===== config.mk =====
export PLATFORM = sky130hd
export DESIGN_NAME = seg7_scan_driver
export DESIGN_NICKNAME = d
export VERILOG_FILES = /design/src/rtl/seg7_scan_driver.sv
export SDC_FILE = /design/constraint.sdc
export NUM_CORES = 1
export LEC_CHECK = 0
export ABC_AREA = 0
export CORE_ASPECT_RATIO = 0.5
export CORE_MARGIN = 2
export CORE_UTILIZATION = 50
export DETAILED_ROUTE_END_ITERATION = 8
export MAX_ROUTING_LAYER = met4
export PLACE_DENSITY_LB_ADDON = 0.25
export SLEW_MARGIN = 15
export SYNTH_ARGS = -nofsm -noshare
export SYNTH_HDL_FRONTEND = slang
export SYNTH_SLANG_ARGS = --single-unit

===== constraint.sdc =====
create_clock -name clk -period 7.95 [get_ports clk]
set_clock_uncertainty 0.05 [all_clocks]
set_input_delay 1.59 -clock clk [delete_from_list [all_inputs] [get_ports clk]]
set_output_delay 1.59 -clock clk [all_outputs]
set_load 0.01 [all_outputs]

===== src/rtl/seg7_scan_driver.sv =====
// Multiplexed DIGITS-digit 7-segment driver: load handshake, serial shift-add-3 BCD
// conversion, then one shared active-low segment bus. Define SEG7_LZB_EN for leading-zero blanking.
module seg7_scan_driver #(
    parameter int DIGITS   = 4,
    parameter int DATA_W   = 14,
    parameter int SCAN_DIV = 50000
) (
    input  logic              clk,
    input  logic              rst_n,
    input  logic              load,
    input  logic [DATA_W-1:0] value,
    output logic              busy,
    output logic              overflow,
    output logic [6:0]        seg,
    output logic [DIGITS-1:0] an
);
    localparam int BCD_W = 4 * DIGITS;
    localparam int IDX_W = (DIGITS > 1) ? $clog2(DIGITS) : 1;
    localparam int DIV_W = $clog2(SCAN_DIV);
    localparam int CNT_W = $clog2(DATA_W + 1);

    function automatic longint pow10(input int n);
        longint r;
        r = 1;
        for (int i = 0; i < n; i++) r = r * 10;
        return r;
    endfunction

    localparam logic [63:0] MAX_VAL = 64'(pow10(DIGITS) - 1);

    function automatic logic [6:0] dec7(input logic [3:0] n);
        case (n)
            4'd0:    dec7 = 7'b1000000;
            4'd1:    dec7 = 7'b1111001;
            4'd2:    dec7 = 7'b0100100;
            4'd3:    dec7 = 7'b0110000;
            4'd4:    dec7 = 7'b0011001;
            4'd5:    dec7 = 7'b0010010;
            4'd6:    dec7 = 7'b0000010;
            4'd7:    dec7 = 7'b1111000;
            4'd8:    dec7 = 7'b0000000;
            4'd9:    dec7 = 7'b0010000;
            default: dec7 = 7'b1111111;
        endcase
    endfunction

    typedef enum logic {IDLE, CONV} state_t;

    state_t             state_q, state_d;
    logic [DATA_W-1:0]  bin_q, bin_d;
    logic [BCD_W-1:0]   bcd_q, bcd_d, adj;
    logic [CNT_W-1:0]   cnt_q, cnt_d;
    logic [BCD_W-1:0]   disp_q, disp_d;
    logic               ovf_q, ovf_d;
    logic               ovfp_q, ovfp_d;
    logic [DIV_W-1:0]   div_q, div_d;
    logic [IDX_W-1:0]   idx_q, idx_d;
    logic [6:0]         seg_q, seg_d;
    logic [DIGITS-1:0]  an_q, an_d;
    logic [DIGITS-1:0]  blank;

    always_ff @(posedge clk or negedge rst_n) begin
        if (!rst_n) begin
            state_q <= IDLE;
            bin_q   <= '0;
            bcd_q   <= '0;
            cnt_q   <= '0;
            disp_q  <= '0;
            ovf_q   <= 1'b0;
            ovfp_q  <= 1'b0;
            div_q   <= '0;
            idx_q   <= '0;
            seg_q   <= 7'b1111111;
            an_q    <= '1;
        end else begin
            state_q <= state_d;
            bin_q   <= bin_d;
            bcd_q   <= bcd_d;
            cnt_q   <= cnt_d;
            disp_q  <= disp_d;
            ovf_q   <= ovf_d;
            ovfp_q  <= ovfp_d;
            div_q   <= div_d;
            idx_q   <= idx_d;
            seg_q   <= seg_d;
            an_q    <= an_d;
        end
    end

    // Conversion FSM; overflow is captured at acceptance but published with the result.
    always_comb begin
        state_d = state_q;
        bin_d   = bin_q;
        bcd_d   = bcd_q;
        cnt_d   = cnt_q;
        disp_d  = disp_q;
        ovf_d   = ovf_q;
        ovfp_d  = ovfp_q;
        adj     = bcd_q;
        for (int i = 0; i < DIGITS; i++) begin
            if (bcd_q[i*4 +: 4] >= 4'd5) adj[i*4 +: 4] = bcd_q[i*4 +: 4] + 4'd3;
        end
        case (state_q)
            IDLE: begin
                if (load) begin
                    bin_d   = value;
                    bcd_d   = '0;
                    cnt_d   = CNT_W'(DATA_W);
                    ovfp_d  = (64'(value) > MAX_VAL);
                    state_d = CONV;
                end
            end
            CONV: begin
                bcd_d = {adj[BCD_W-2:0], bin_q[DATA_W-1]};
                bin_d = bin_q << 1;
                cnt_d = cnt_q - CNT_W'(1);
                if (cnt_q == CNT_W'(1)) begin
                    disp_d  = bcd_d;
                    ovf_d   = ovfp_q;
                    state_d = IDLE;
                end
            end
            default: state_d = IDLE;
        endcase
    end

    // Blank mask is derived from the next display value so seg and display stay in step.
    always_comb begin
        blank = '0;
`ifdef SEG7_LZB_EN
        begin
            logic nz;
            nz = 1'b0;
            for (int i = DIGITS - 1; i > 0; i--) begin
                nz       = nz | (disp_d[i*4 +: 4] != 4'd0);
                blank[i] = ~nz & ~ovf_d;
            end
        end
`endif
    end

    // Scan divider and output registers reload from next-state values every cycle.
    always_comb begin
        int sel;
        div_d = div_q + DIV_W'(1);
        idx_d = idx_q;
        if (div_q == DIV_W'(SCAN_DIV - 1)) begin
            div_d = '0;
            idx_d = (idx_q == IDX_W'(DIGITS - 1)) ? '0 : idx_q + IDX_W'(1);
        end
        sel  = int'(idx_d);
        an_d = ~(DIGITS'(1) << idx_d);
        if (ovf_d)           seg_d = 7'b0111111;
        else if (blank[sel]) seg_d = 7'b1111111;
        else                 seg_d = dec7(disp_d[sel*4 +: 4]);
    end

    assign busy     = (state_q == CONV);
    assign overflow = ovf_q;
    assign seg      = seg_q;
    assign an       = an_q;

endmodule


==> results.yml, run 1 <==
cts:
  clkLatencyLatePin_ps: 340
  clk_pin_slew_ps: 60
  root_buffer: "clkbuf_16"
  post-cts-setup-buffer-count: 0
  cts_tree: "built"
  clock_path_buffers: 2
  clock_sinks: 82
  ctsHoldBuffers: 0
  cts_resized: 0
  cts_buffers: 9
  cts_max_level: 3
flow_run:
  drv_cap: 0
synthesis:
  netlist_area_um2: 4130
  synthArstFlopShare_pct: 100
  synth_top_area_share_pct: 43.0
  synth_area_leader_cell: "dfrtp_1"
  netlist_instances: 400
  synth_seq_area_share_pct: 50.0
  ys_ff_latch: 82
  ys.flop_type: "dfrtp_1"
  avgSynthCellArea_um2: 10.3
  ys_types: 53
  synth_edf_count: 0
  synth_warnings: 0
  syn_nets: 435
  synthTopCellsByArea: "dfrtp_1 43%, dfstp_2 7.0%, mux2i_1 6.3%"
routing:
  drt_pass1_iterations: 4
  drt_wl_total_um: 8130
  ant_nets: 0
  drc_errors: 0
  vias: 2943
  vias_per_cell: 5.41
  drt-initial-drc-count: 164
  wl_per_cell_um: 14.9
sta:
  max_freq_ghz: 0.272
  hold_viol: 0
  fin_crit_sh_pct: 46.3
  slew_viol_final: 0
  worstMarginPinSlew_ps: 1010
  fin_ws_ps: 4270
  setup_viol: 0
  setup_tns_ps: 0
  slew_headroom_pct: 32.6
  rsz0062_at_grt: "no"
  period_needed_ps: 3680
  worst_hold_slack_ps: 430
worst_setup_path:
  max_stage_delay_ps: 620
  path_cells: "or4b_4 -> nor4_4 -> mux2i_4 -> mux2i_1 -> mux2i_2 -> inv_1 -> ha_1 -> or2_2 -> a31oi_1"
  crit_path_end_kind: "flip-flop"
  crit_fanout: 11
  worst_path_max_delay_cell: "nor4_4"
  cp.arrival_ps: 3890
  required_ps: 8160
  critPathKind: "flip-flop to flip-flop"
  start_kind: "flip-flop"
final_layout:
  n_fill_cell: 688
  antenna_cells: 0
  syn2layout_area_growth_pct: 15.7
  multi_input_area_um2: 1920
  final_layout_size_suffix_gt1_share_pct: 12.7
  nets: 462
  final_common_cell: "dfrtp_1"
  final_util_pct: 59.7
  stdcell_count: 544
  seq_area_um2: 2070
  layout_common_cells: "71 x dfrtp_1, 61 x nand2_1, 28 x o21ai_0, 28 x clkdlybuf4s50_1, 26 x mux2i_1"
power_and_ir_drop:
  power_density_nw_per_um2: 360
  ir_drop_mv: 0.158
  leakage_nw: 2.16
placement:
  io_buffers: 29
  dp_hpwl_um: 5520
  dp.cells: 528
  gp_congestion: 0.809
  place_ws_ps: 4260
die:
  rows: 23
  dieArea_um2: 9040
  pin_count: 30
  initial_utilization_pct: 51.6
  die_y_um: 68.3
  fp.coreArea_um2: 8000
  die_x_um: 133
grt:
  grt_pass1_vias: 2872
  antenna_found_initial: 0
  gr-total-overflow: 0
  grt_start_max_net_pins: 83
  grt_usage_pct: 20.4
  grt_first_pass_wirelength_um: 13700
min_path:
  hp-class: "flip-flop to flip-flop"
outcome:
  status: "finished clean"
## state kept, by name, indices dropped and copies added, names as in the netlist
register,count
div_q,16
idx_q,2
seg,7
bcd_q,16
an,4
cnt_q,4
disp_q,16
bin_q,14
busy,1
ovfp_q,1
overflow,1
## final timing paths
kind,slack [ps],endpoint,cells past startpoint,startpoint
setup reg to reg,4270,seg[5],9,div_q[5]
hold / removal,430,bin_q[11],2,bin_q[10]
min in group asynchronous,1380,div_q[9],1,rst_n
hold reg to reg,430,bin_q[11],2,bin_q[10]
max in group asynchronous,5820,bin_q[10],1,rst_n
setup / recovery,4270,seg[5],9,div_q[5]
## kinds of logic (layout without fill, tap and decap cells)
kind of cell | after synthesis | count (layout) | synth area share (%)
AOI/OAI and AO/OA | 78 | 78 | 11.6
xor gates and xnor gates | 16 | 16 | 3.39
adders and majority gates | 18 | 18 | 5.45
buffers and inverters | 37 | 69 | 3.64
DFF | 82 | 82 | 50.0
muxes | 38 | 38 | 10.2
and+or+nand+nor | 131 | 131 | 15.7
## worst max-delay path: cells and delay by family (launching register included)
kind            cells  cell delay [ps]
simple gates        3             1470
compound gates      1              160
buf+inv             1              160
fa+ha+maj           1              240
mux                 3             1090
flops               1              420
## cell usage after synthesis (3+ instances only)
cell	instances
or3_1	3
mux2_2	8
xor2_1	9
nor2_1	22
a21oi_1	16
mux2i_1	26
inv_1	19
buf_1	3
o22ai_1	4
o31ai_1	6
ha_1	18
a211oi_1	3
nor3b_1	3
a31oi_1	5
nor3_1	8
clkbuf_1	11
dfstp_2	11
nand2_1	61
a31o_2	6
nor2b_1	4
nand2b_1	4
dfrtp_1	71
o21ai_0	28
nand3_1	10
xnor2_1	7
## metrics by stage
stage	power, mW	instance area (µm²)
after global placement	1.32	4510
after floorplan	1.15	4130
after CTS	1.73	4780
final	1.72	4780
after detailed placement	1.35	4510
after global routing	1.85	4780
## per-layer routing
layer,up-vias,wire length (µm),track usage [%],part of all wire [%]
met3,12,340,6.44,4.2
met4,0,140,7.26,1.7
met5,-,0,-,0
met1,1421,3970,26.1,49
met2,57,3670,30.9,45
li1,1453,-,-,-
## final cells by class
cell class	instances	area share [%]
clock buffer	11	4.87
inverter	21	1.65
tap	112	2.93
sequential	82	43.2
clock inverter	5	0.655
timing repair buffer	32	6.49
multi-input combinational	281	40.2
## report_power, final
group / total (mW) / leakage (nW) / internal [mW] / switching [mW]
logic: 0.688 / 1.01 / 0.308 / 0.380
registers: 0.659 / 1.02 / 0.569 / 0.0895
clock network: 0.373 / 0.129 / 0.210 / 0.163
total: 1.72 / 2.16 / 1.09 / 0.633
(Power assumes the default switching activity.)
==> run 2, diff against run 1 <==
==> constraint.sdc (replaced) <==
create_clock -name clk -period 3.29 [get_ports clk]
set_clock_uncertainty 0.05 [all_clocks]
set_input_delay 0.658 -clock clk [delete_from_list [all_inputs] [get_ports clk]]
set_output_delay 0.658 -clock clk [all_outputs]
set_load 0.01 [all_outputs]
==> results.yml, run 2 (synthesis results as in run 1) <==
cts:
  clock_path_buffers: 2
  root_buffer: "clkbuf_16"
  cts_max_level: 3
  clkLatencyLatePin_ps: 340
  clock_sinks: 82
  clk_pin_slew_ps: 60
  cts_buffers: 9
  cts_tree: "built"
worst_setup_path:
  crit_fanout: 6
  worstReg2RegEnd: "seg[5]"
  worst_path_max_delay_cell: "or4b_4"
  reg2reg_from: "div_q[7]"
  max_stage_delay_ps: 560
  r2r_slack_ps: 50
  cp.arrival_ps: 3440
  start_kind: "flip-flop"
  ff2ff_path_depth: 9
  path_cells: "or4b_4 -> nor4_4 -> mux2i_4 -> buf_6 -> mux2i_1 -> mux2_4 -> ha_1 -> or2_2 -> a31oi_1"
  required_ps: 3490
  critPathKind: "flip-flop to flip-flop"
  crit_path_end_kind: "flip-flop"
final_layout:
  antenna_cells: 0
  final_common_cell: "dfrtp_1"
  final_layout_size_suffix_gt1_share_pct: 17.0
  fin_area_um2: 4990
  nets: 476
  reg_top3: "bcd_q: 16 flops, disp_q: 16 flops, div_q: 16 flops"
  layout_common_cells: "71 x dfrtp_1, 61 x nand2_1, 28 x o21ai_0, 28 x clkdlybuf4s50_1, 24 x mux2i_1"
  stdcell_count: 558
  n_fill_cell: 670
  syn2layout_area_growth_pct: 21.0
sta:
  max_freq_ghz: 0.309
  slew_headroom_pct: 32.5
  period_needed_ps: 3240
  setup_tns_ps: 0
  rsz0062_at_grt: "yes"
  slew_viol_final: 0
  fin_crit_sh_pct: 98.5
  setup_viol: 0
  worst_hold_slack_ps: 431
  worstMarginPinSlew_ps: 1010
  hold_viol: 0
routing:
  wl_per_cell_um: 15.2
  ant_nets: 0
  vias_per_cell: 5.46
  drt_wl_total_um: 8490
  drc_errors: 0
  drt-initial-drc-count: 244
  vias: 3049
  drt_pass1_iterations: 4
grt:
  grt_pass1_vias: 2892
  antenna_found_initial: 0
  gr-total-overflow: 0
  grt_usage_pct: 20.2
  grt_first_pass_wirelength_um: 13700
  grt_start_max_net_pins: 83
min_path:
  hp-class: "primary input to asynchronous set/reset pin"
placement:
  dp_hpwl_um: 5630
  dp.cells: 534
  gp_congestion: 0.859
  placed_cell_area_um2: 4560
  io_buffers: 29
die:
  die_y_um: 68.3
  fp.coreArea_um2: 8000
  rows: 23
  initial_utilization_pct: 51.6
  die_x_um: 133
  pin_count: 30
  dieArea_um2: 9040
power_and_ir_drop:
  power_density_nw_per_um2: 886
  ir_drop_mv: 0.371
  leakage_nw: 2.25
flow_run:
  drv_cap: 0
outcome:
  status: "finished clean"
run 2: cell count changes in the layout (fill, tap and decap cells not counted), moves of 2 or more:
cell,before,now
buf_4,4,16
bufinv_16,0,2
clkbuf_1,2,0
inv_1,19,17
mux2i_1,26,24
run 2: worst max-delay path, delay by kind of cell, from the launching register on:
kind / cells / cell delay, ps
muxes: 3 / 850
adders and majority gates: 1 / 210
AOI/OAI and AO/OA: 1 / 190
DFF: 1 / 400
buffers and inverters: 1 / 150
and+or+nand+nor: 3 / 1310
run 2: how the worst max path moves through the flow:
stage                  start  endpoint  slack (ps)  cells past startpoint
finish              div_q[7]    seg[5]          50                      9
global route        div_q[7]    seg[5]         -90                      9
CTS                 div_q[5]    seg[6]          30                      8
detailed placement  div_q[5]    seg[6]        -0.7                      8
global placement    div_q[5]    seg[6]         140                      8
floorplan           div_q[5]    seg[5]         130                     10
run 2: area by class of cell:
class                      count  area (µm²)  area share, %
tap                          112         140           2.81
inverter                      21        85.1           1.70
multi-input combinational    282        1980           39.7
sequential                    82        2070           41.4
timing repair buffer          45         412           8.24
clock buffer                   9         225           4.51
clock inverter                 7        83.8           1.68
run 2: per-layer routing:
layer	part of all wire [%]	GRT usage, %
met5	0	-
met4	1.5	6.32
met3	5.3	6.15
met2	47	33.4
met1	46	24.5
run 2: per-stage QoR:
stage          setup WS (ps)  util [%]  power [mW]
4_1_cts                 26.2      60.9        4.32
6_report                49.2      62.4        4.42
2_1_floorplan            130         -        2.78
5_1_grt                -91.6      62.4        4.73
3_3_place_gp             141      57.0        3.18
3_5_place_dp          -0.673      57.0        3.26
run 2: what timing repair did:
action | CTS | global route
hold buffers | 0 | 0
gates resized for setup | 0 | 13
setup buffers | 1 | 6
endpoints found under the setup margin | 2 | 7
gates cloned | 0 | 1
pin swaps | 0 | 3
run 2: power by group:
group	total, mW	internal [mW]	switching (mW)
registers	1.60	1.38	0.222
logic	1.78	0.814	0.967
clock network	1.05	0.656	0.389
total	4.42	2.85	1.58
